File: config.mk
export PLATFORM = sky130hd
export DESIGN_NAME = lsu_mem_ctrl
export DESIGN_NICKNAME = d
export VERILOG_FILES = /design/src/rtl/lsu_mem_ctrl.sv
export SDC_FILE = /design/constraint.sdc
export NUM_CORES = 1
export LEC_CHECK = 0
export BUFFER_PORTS_ARGS = -buffer_cell sky130_fd_sc_hd__buf_2
export CAP_MARGIN = 20
export CORE_ASPECT_RATIO = 1.1
export CORE_UTILIZATION = 45
export CTS_BUF_LIST = sky130_fd_sc_hd__clkbuf_8
export CTS_CLUSTER_DIAMETER = 100
export DETAILED_ROUTE_END_ITERATION = 10
export HOLD_SLACK_MARGIN = 0.05
export PLACE_DENSITY = 0.74
export SYNTH_ARGS = -nofsm -noshare
export SYNTH_HDL_FRONTEND = slang
export SYNTH_SLANG_ARGS = --single-unit
File: constraint.sdc
create_clock -name clk -period 9.8 [get_ports clk]
set_clock_uncertainty 0.05 [all_clocks]
set_input_delay 2.94 -clock clk [delete_from_list [all_inputs] [get_ports clk]]
set_output_delay 2.94 -clock clk [all_outputs]
set_load 0.03 [all_outputs]
File: src/rtl/lsu_mem_ctrl.sv
`default_nettype none
// ============================================================================
// Module      : lsu_mem_ctrl
// Description : Sequential load/store unit front end. Takes one access per
//               handshake, drives a req/gnt/rvalid data-memory port, aligns
//               byte lanes, builds write strobes and extends load data.
//               Accesses crossing a bus word are split into two beats when
//               LSU_MISALIGN_SPLIT_EN is defined; otherwise such accesses,
//               and any access not naturally aligned, fault without touching
//               memory.
// Macro       : LSU_MISALIGN_SPLIT_EN
// Revision    : 1.0 - initial release
// ============================================================================
module lsu_mem_ctrl #(
    parameter int XLEN   = 32,
    parameter int ADDR_W = 32
) (
    input  logic              clk,
    input  logic              rst,
    input  logic              req_valid_i,
    output logic              req_ready_o,
    input  logic [3:0]        req_sl_type_i,
    input  logic [ADDR_W-1:0] req_addr_i,
    input  logic [XLEN-1:0]   req_wdata_i,
    output logic              resp_valid_o,
    output logic [XLEN-1:0]   resp_rdata_o,
    output logic              resp_fault_o,
    output logic              busy_o,
    output logic              mem_req_o,
    output logic              mem_we_o,
    output logic [ADDR_W-1:0] mem_addr_o,
    output logic [XLEN/8-1:0] mem_wstrb_o,
    output logic [XLEN-1:0]   mem_wdata_o,
    input  logic              mem_gnt_i,
    input  logic              mem_rvalid_i,
    input  logic [XLEN-1:0]   mem_rdata_i
);

    localparam int c_NB    = XLEN / 8;
    localparam int c_OFS_W = $clog2(c_NB);
`ifdef LSU_MISALIGN_SPLIT_EN
    localparam int c_BEATS = 2;
`else
    localparam int c_BEATS = 1;
`endif
    // Width of the lane-shifted strobe/data window covering every beat
    localparam int c_SW = c_BEATS * c_NB;
    localparam int c_SD = c_BEATS * XLEN;

    typedef enum logic [2:0] {
        S_IDLE  = 3'd0,
        S_REQ0  = 3'd1,
        S_WAIT0 = 3'd2,
        S_REQ1  = 3'd3,
        S_WAIT1 = 3'd4,
        S_RESP  = 3'd5
    } state_t;

    state_t              r_state;
    logic                r_store;
    logic                r_uns;
    logic [c_OFS_W-1:0]  r_off;
    logic [3:0]          r_sz;
    logic                r_mem_req;
    logic                r_mem_we;
    logic [ADDR_W-1:0]   r_mem_addr;
    logic [c_NB-1:0]     r_mem_wstrb;
    logic [XLEN-1:0]     r_mem_wdata;
    logic                r_resp_valid;
    logic [XLEN-1:0]     r_resp_rdata;
    logic                r_resp_fault;
`ifdef LSU_MISALIGN_SPLIT_EN
    logic                r_split;
    logic [XLEN-1:0]     r_beat0;
    logic [c_NB-1:0]     r_strb_hi;
    logic [XLEN-1:0]     r_wdata_hi;
`endif

    logic [c_OFS_W-1:0]  w_off;
    logic [3:0]          w_sz;
    logic [4:0]          w_end;
    logic                w_split;
    logic                w_illegal;
    logic                w_fault;
    logic [c_SW-1:0]     w_strb_full;
    logic [c_SD-1:0]     w_wdata_full;

    // Shift the byte stream down to the access offset, keep sz bytes and
    // sign- or zero-extend from the top kept byte.
    function automatic logic [XLEN-1:0] f_load_extend(
        input logic [c_SD-1:0]    stream,
        input logic [c_OFS_W-1:0] off,
        input logic [3:0]         sz,
        input logic               uns
    );
        logic [XLEN-1:0] data;
        logic [XLEN-1:0] mask;
        logic            sign;
        data = XLEN'(stream >> (8 * off));
        for (int i = 0; i < c_NB; i++) begin
            mask[8*i +: 8] = (i < int'(sz)) ? 8'hFF : 8'h00;
        end
        case (sz)
            4'd1:    sign = data[7];
            4'd2:    sign = data[15];
            4'd4:    sign = data[31];
            default: sign = data[XLEN-1];
        endcase
        sign = sign & ~uns;
        return (data & mask) | (sign ? ~mask : '0);
    endfunction

    // Decode the incoming request: offset, size, split and legality
    always_comb begin
        w_off = req_addr_i[c_OFS_W-1:0];
        case (req_sl_type_i[1:0])
            2'b01:   w_sz = 4'd1;
            2'b10:   w_sz = 4'd2;
            2'b11:   w_sz = 4'd4;
            default: w_sz = 4'd8;
        endcase
        w_end     = 5'(w_off) + 5'(w_sz);
        w_split   = (w_end > 5'(c_NB));
        w_illegal = ((req_sl_type_i[1:0] == 2'b00) && (XLEN == 32)) ||
                    (req_sl_type_i[3] && req_sl_type_i[2]);
`ifdef LSU_MISALIGN_SPLIT_EN
        w_fault   = w_illegal;
`else
        // Without split support, anything not naturally aligned faults
        w_fault   = w_illegal || w_split ||
                    ((4'(w_off) & (w_sz - 4'd1)) != 4'd0);
`endif
        w_strb_full  = c_SW'((32'd1 << w_sz) - 32'd1) << w_off;
        w_wdata_full = c_SD'(req_wdata_i) << (8 * w_off);
    end

    // Access sequencer with registered memory and response outputs
    always_ff @(posedge clk) begin
        if (rst) begin
            r_state      <= S_IDLE;
            r_store      <= 1'b0;
            r_uns        <= 1'b0;
            r_off        <= '0;
            r_sz         <= 4'd0;
            r_mem_req    <= 1'b0;
            r_mem_we     <= 1'b0;
            r_mem_addr   <= '0;
            r_mem_wstrb  <= '0;
            r_mem_wdata  <= '0;
            r_resp_valid <= 1'b0;
            r_resp_rdata <= '0;
            r_resp_fault <= 1'b0;
`ifdef LSU_MISALIGN_SPLIT_EN
            r_split      <= 1'b0;
            r_beat0      <= '0;
            r_strb_hi    <= '0;
            r_wdata_hi   <= '0;
`endif
        end else begin
            r_resp_valid <= 1'b0;
            case (r_state)
                S_IDLE: begin
                    if (req_valid_i) begin
                        r_store      <= req_sl_type_i[3];
                        r_uns        <= req_sl_type_i[2];
                        r_off        <= w_off;
                        r_sz         <= w_sz;
                        r_resp_rdata <= '0;
                        if (w_fault) begin
                            r_state      <= S_RESP;
                            r_resp_valid <= 1'b1;
                            r_resp_fault <= 1'b1;
                        end else begin
                            r_state     <= S_REQ0;
                            r_mem_req   <= 1'b1;
                            r_mem_we    <= req_sl_type_i[3];
                            r_mem_addr  <= {req_addr_i[ADDR_W-1:c_OFS_W], {c_OFS_W{1'b0}}};
                            // Loads carry no strobes and no write data
                            r_mem_wstrb <= req_sl_type_i[3] ? w_strb_full[c_NB-1:0] : '0;
                            r_mem_wdata <= req_sl_type_i[3] ? w_wdata_full[XLEN-1:0] : '0;
`ifdef LSU_MISALIGN_SPLIT_EN
                            r_split     <= w_split;
                            r_strb_hi   <= req_sl_type_i[3] ? w_strb_full[c_SW-1:c_NB] : '0;
                            r_wdata_hi  <= req_sl_type_i[3] ? w_wdata_full[c_SD-1:XLEN] : '0;
`endif
                        end
                    end
                end
                S_REQ0: begin
                    if (mem_gnt_i) begin
                        r_mem_req <= 1'b0;
                        r_state   <= S_WAIT0;
                    end
                end
                S_WAIT0: begin
                    if (mem_rvalid_i) begin
`ifdef LSU_MISALIGN_SPLIT_EN
                        if (r_split) begin
                            r_beat0     <= mem_rdata_i;
                            r_state     <= S_REQ1;
                            r_mem_req   <= 1'b1;
                            r_mem_addr  <= r_mem_addr + ADDR_W'(c_NB);
                            r_mem_wstrb <= r_strb_hi;
                            r_mem_wdata <= r_wdata_hi;
                        end else
`endif
                        begin
                            r_state      <= S_RESP;
                            r_resp_valid <= 1'b1;
                            r_resp_rdata <= r_store ? '0 :
                                            f_load_extend(c_SD'(mem_rdata_i), r_off, r_sz, r_uns);
                        end
                    end
                end
`ifdef LSU_MISALIGN_SPLIT_EN
                S_REQ1: begin
                    if (mem_gnt_i) begin
                        r_mem_req <= 1'b0;
                        r_state   <= S_WAIT1;
                    end
                end
                S_WAIT1: begin
                    if (mem_rvalid_i) begin
                        r_state      <= S_RESP;
                        r_resp_valid <= 1'b1;
                        r_resp_rdata <= r_store ? '0 :
                                        f_load_extend({mem_rdata_i, r_beat0}, r_off, r_sz, r_uns);
                    end
                end
`endif
                S_RESP: begin
                    // Response fields are only meaningful alongside the pulse
                    r_state      <= S_IDLE;
                    r_resp_rdata <= '0;
                    r_resp_fault <= 1'b0;
                end
                default: begin
                    r_state <= S_IDLE;
                end
            endcase
        end
    end

    assign req_ready_o  = (r_state == S_IDLE);
    assign busy_o       = (r_state != S_IDLE);
    assign mem_req_o    = r_mem_req;
    assign mem_we_o     = r_mem_we;
    assign mem_addr_o   = r_mem_addr;
    assign mem_wstrb_o  = r_mem_wstrb;
    assign mem_wdata_o  = r_mem_wdata;
    assign resp_valid_o = r_resp_valid;
    assign resp_rdata_o = r_resp_rdata;
    assign resp_fault_o = r_resp_fault;

endmodule
`default_nettype wire

; ---- Word-level counts from Yosys, hierarchy flattened
; Index checks and enable logic that the tools add are counted.
; Widths: inputs -> output; s select.
[word_totals]
in_bits = 105
romBits = 0
word_cells = 94
latchBits = 0
memories = 0
regBits = 113
mem_bits_rw = 0
output_inout_bits = 106
[op_classes]
div_mod_pow = 0
add_sub_neg = 3
magnitude_cmp = 5
n_mux = 32
reduce_logical = 17
n_eq_ne = 13
multipliers = 0
bitwise = 7
shift = 4
[ops]
columns = cell, count
row1 = $mux 32, 5
row2 = $pmux 32 s3, 1
row3 = $and 32x32->32, 1
row4 = $mux 8, 4
row5 = $not 32->32, 1
row6 = $or 32x32->32, 1
row7 = $shl 32x5->32, 1
row8 = $shr 32x5->32, 1
row9 = $mux 3, 4
row10 = $pmux 4 s3, 1
row11 = $reduce_and 3->1, 4
row12 = $mux 1, 11
row13 = $pmux 3 s3, 1
row14 = $lt 1x4->1 const A, 2
row15 = $lt 2x4->1 const A, 2
row16 = $ne 2x2->1 const B, 4
row17 = $pmux 1 s2, 4
row18 = $sub 4x1->4 const B, 2
row19 = $reduce_bool 3->1, 2
row20 = $add 2x4->5, 1
row21 = $gt 5x3->1 const B, 1
row22 = $and 2x4->4, 1
row23 = $eq 2x2->1 const B, 2
row24 = $eq 4x1->1 const B, 1
row25 = 19 further kinds, 23

; ---- Longest topological paths before layout
[logic_depth]
word_depth = 11
depth_mapped = 11

; ---- Worst setup path after synthesis
; No wires, ideal clock.
[synth_path]
path_kind = input to register
startpoint = in req_addr_i[1]
endpoint = reg r_mem_wdata[6] (netlist: mem_wdata_o[6])
cell_stages = 9
arrival_time_ps = 5228
path_slack_ps = 4405
required_time_ps = 9633
path_cell_list = clkbuf_1 > buf_1 > inv_1 > fa_1 > xnor2_1 > a221oi_1 > a31oi_2 > buf_6 > a22o_1
[synth_via]
elab_chain_cells = 6
elab_cells_between_ends = 10
classes_between = 1 x add/sub / 1 x order compare / 1 x shift / 1 x mux / 2 x bitwise / 4 x reduce/logical
[synth_rtl]
columns = item, line
row1 = "start, declared", 23  ; input logic [ADDR_W-1:0] req_addr_i,
row2 = $add 2x4->5, 122  ; w_end = 5'(w_off) + 5'(w_sz);
row3 = $gt 5x3->1, 123  ; w_split = (w_end > 5'(c_NB));
row4 = $logic_or 1x1->1 (2 in a row), 130  ; w_fault = w_illegal || w_split ||
row5 = $not 1->1 (no source line), -
row6 = $reduce_and 3->1 (no source line), -
row7 = "end signal, assigned", 180  ; r_mem_wdata <= req_sl_type_i[3] ? w_wdata_full[XLEN-1:0] : '0;
row8 = "end, declared", 68  ; logic [XLEN-1:0] r_mem_wdata;
; Several ways; a longest one is shown, not always the timed one.
; A chain may end at the register's enable or synchronous reset.

; ---- Worst setup path in the final report
[layout_path]
startpoint = in req_addr_i[1]
endpoint = reg r_mem_addr[17] (netlist: mem_addr_o[17])
[layout_via]
elab_chain_cells = 6
elab_cells_between_ends = 8
classes_between = 1 x add/sub / 1 x order compare / 2 x bitwise / 4 x reduce/logical
[layout_rtl]
columns = item, line
row1 = $add 2x4->5, 122
row2 = $gt 5x3->1, 123
row3 = $logic_or 1x1->1, 130
row4 = $logic_or 1x1->1 (*), 130
row5 = $not 1->1 (no source line) (*), -
row6 = $reduce_and 3->1 (no source line) (*), -
row7 = "end signal, assigned", 177  ; r_mem_addr <= {req_addr_i[ADDR_W-1:c_OFS_W], {c_OFS_W{1'b0}}};
row8 = "end, declared", 66  ; logic [ADDR_W-1:0] r_mem_addr;
; Every way passes the cells marked *; elsewhere a longest branch is shown, timed or not.

==> impl_metrics.ini <==
[setup_path]
critPathTopFamily = simple AND/OR/NAND/NOR gates
cp.arrival_ns = 5.89
r2r_end = mem_addr_o[17]
r2r_cells = 3
cp-startpoint = req_addr_i[1]
criticalPathCategory = primary input to flop
path_cells = buf_2, ha_1, a21oi_1, mux2i_1, and4_2, mux2i_1
worstPathRequired_ns = 10.11
critPathMaxStageDelay_ns = 1.01
worst_setup_path_end_kind = flop
cp_max_fo = 32
path_buf_inv = 1
crit_top_cell = mux2i_1
r2r-start = r_state[2]
slowest_stage = and4_2
rrSetupSlack_ns = 7.13
start_kind = primary input

[timing]
post-route-period-util_pct = 56.9
setup_viol = 0
fin_crit_ns = 5.58
hold_violations = 0
rsz0062_at_grt = no
worst-slew-pin-transition_ns = 1.12
fmax_ghz = 0.179
relSlewSlack_pct = 24.4
finalMaxSlewViolations = 0
fin_setup_tns_ns = 0

[synthesis]
synth_edf_count = 0
synth_seq_cells = 113
synth_top_cell_by_area = dfxtp_1
async_reset_ff_share_pct = 0
ys.flop_type = dfxtp_1
synth_common_cells = 113 x dfxtp_1, 112 x nand2_1, 97 x mux2i_1
syn_area_per_cell_um2 = 9.22
synth_cell_types = 57
yosysMostFrequentCell = dfxtp_1
synth_top_area_share_pct = 41.1
syn_area_mm2 = 0.00550
synthCells = 596
yosysWarnings = 0
synth.area.top_cells = dfxtp_1 41%, mux2i_1 18%, nand2_1 7.6%
yosysSeqAreaShare_pct = 41.1

[detailed_routing]
vias = 5047
routedWlPerCell_um = 15.6
wl_mm = 14.8
drc = 0
drt_iter0_drc = 200
drtAntennaViolNets = 0
dr.pass1.iters = 5
via_per_inst = 5.33

[floorplanning]
core_area_mm2 = 0.0117
die_h_um = 118
io_pins = 211
design.die.area_mm2 = 0.0127
start_util_pct = 47.0
die_w_um = 107
rows = 41

[layout]
seq_area_mm2 = 0.00226
syn_to_final_growth_pct = 26.7
final_nets = 898
multi_input_area_mm2 = 0.00296
fill_cells = 1051
layout-drive-gt1-share_pct = 32.3

[min_path]
min_to = resp_rdata_o[16]
holdPathStages = 2
hp-class = flop to flop
hold_start = resp_rdata_o[16]

[placed_design]
portBuffers = 208
dp_hpwl_mm = 10.8
gp_routability_congestion = 0.873

[global_routing]
grt_max_degree = 65
antenna_found_initial = 1
overflow = 0
grt_pass1_wl_mm = 23.6
grt_use_total_pct = 23.8
grt_pass1_vias = 4896

[cts]
path_clk_slew_ns = 0.06
cts_made_buffers = 17
ctsRootBufferMaster = clkbuf_8
postCtsSetupRepairBufs = 0
cts_tree = done
clk_latency_ns = 0.44
clockBufferDepth = 2
ctsResizeCount = 0
cts_max_level = 4
cts_sinks = 113
hold_buffers = 0

[power]
p_leak_nw = 3.17
power.total_mw = 1.09
vdd_ir_drop_max_v = 0.000101
powerDensity_mw_per_mm2 = 157

[outcome]
status = complete, no violations

[job]
cap_violations = 0
[routing by layer]
layer | wire length [um] | vias up | track usage, %
met5 | 0 | - | 0
met1 | 6120 | 2322 | 27.5
li1 | - | 2509 | -
met4 | 331 | 0 | 8.99
met3 | 1110 | 28 | 7.53
met2 | 7240 | 188 | 40.5
[metrics by stage]
stage                     cell area, um^2  cells  hold slack, ns  utilization [%]  worst slack (ns)
after global placement               6560    914           0.386             56.1              3.89
after global routing                 6970    947           0.423             59.6              4.02
after CTS                            6960    946           0.406             59.5              4.22
final                                6970    947           0.403             59.6              4.22
after detailed placement             6560    914           0.392             56.1              3.75
after floorplan                      5500    597           0.382                -              4.40
[how the worst max path moves through the flow]
stage	end	slack, ns	depth (start not counted)
after floorplan	mem_wdata_o[6]	4.40	9
after global placement	mem_wstrb_o[0]	3.89	6
after detailed placement	mem_addr_o[17]	3.75	6
after CTS	mem_addr_o[13]	4.22	6
after global routing	mem_addr_o[24]	4.02	6
final	mem_addr_o[17]	4.22	6
[tightest hold or removal path: stages (launching register included)]
cell and delay (ns):
dfxtp_1 0.31, nand2_1 0.05, o31ai_1 0.05
[state kept, by name (all words and copies together), names as in the netlist, 2 cells and up]
register      cells
mem_addr_o       30
r_state           3
resp_rdata_o     32
mem_wdata_o      32
mem_wstrb_o       4
r_sz              4
r_off             2
[cell families (layout without fill, tap and decap cells)]
logic type                 after synthesis  after routing  share of synthesized area (%)
muxes                                   99             99                           18.3
other                                    1              3                         0.0682
adders and majority gates               10             10                           2.41
AOI/OAI and AO/OA                      145            145                           18.9
xor gates and xnor gates                 1              1                          0.159
buffers and inverters                   65            264                           5.14
DFF                                    113            113                           41.1
and+or+nand+nor                        162            162                           13.9
[area by class of cell]
cell class	instances	area share, %
Tap cell	150	2.69
Multi-Input combinational cell	419	42.5
Clock inverter	13	2.07
Clock buffer	19	3.75
Timing Repair Buffer	213	15.5
Sequential cell	113	32.5
Antenna cell	1	0.0359
Inverter	19	1.02
[report_power, final]
part / switching (mW) / total (mW) / internal [mW]
clock network: 0.186 / 0.446 / 0.260
logic: 0.106 / 0.170 / 0.0634
registers: 0.00904 / 0.478 / 0.469
total: 0.301 / 1.09 / 0.793
[layout by cell type, fill, tap and decap left out, types with 3 or more instances in the layout]
cell       Yosys  routed
buf_2         10     208
dfxtp_1      113     113
nand2_1      112     112
mux2i_1       97      97
o21ai_0       37      37
o2bb2ai_1     34      34
a21oi_1       27      27
inv_1         19      20
clkbuf_8       0      19
nor2_1        16      16
ha_1           9       9
a221o_1        8       8
a22o_1         8       8
o31ai_1        8       8
clkinv_2       0       6
nor3_1         5       5
nor2b_1        5       5
buf_4          5       5
a2111oi_0      4       4
or3_1          3       3
o21a_1         3       3
bufinv_16      0       3
Note: power is estimated with default switching activity, not from simulation.
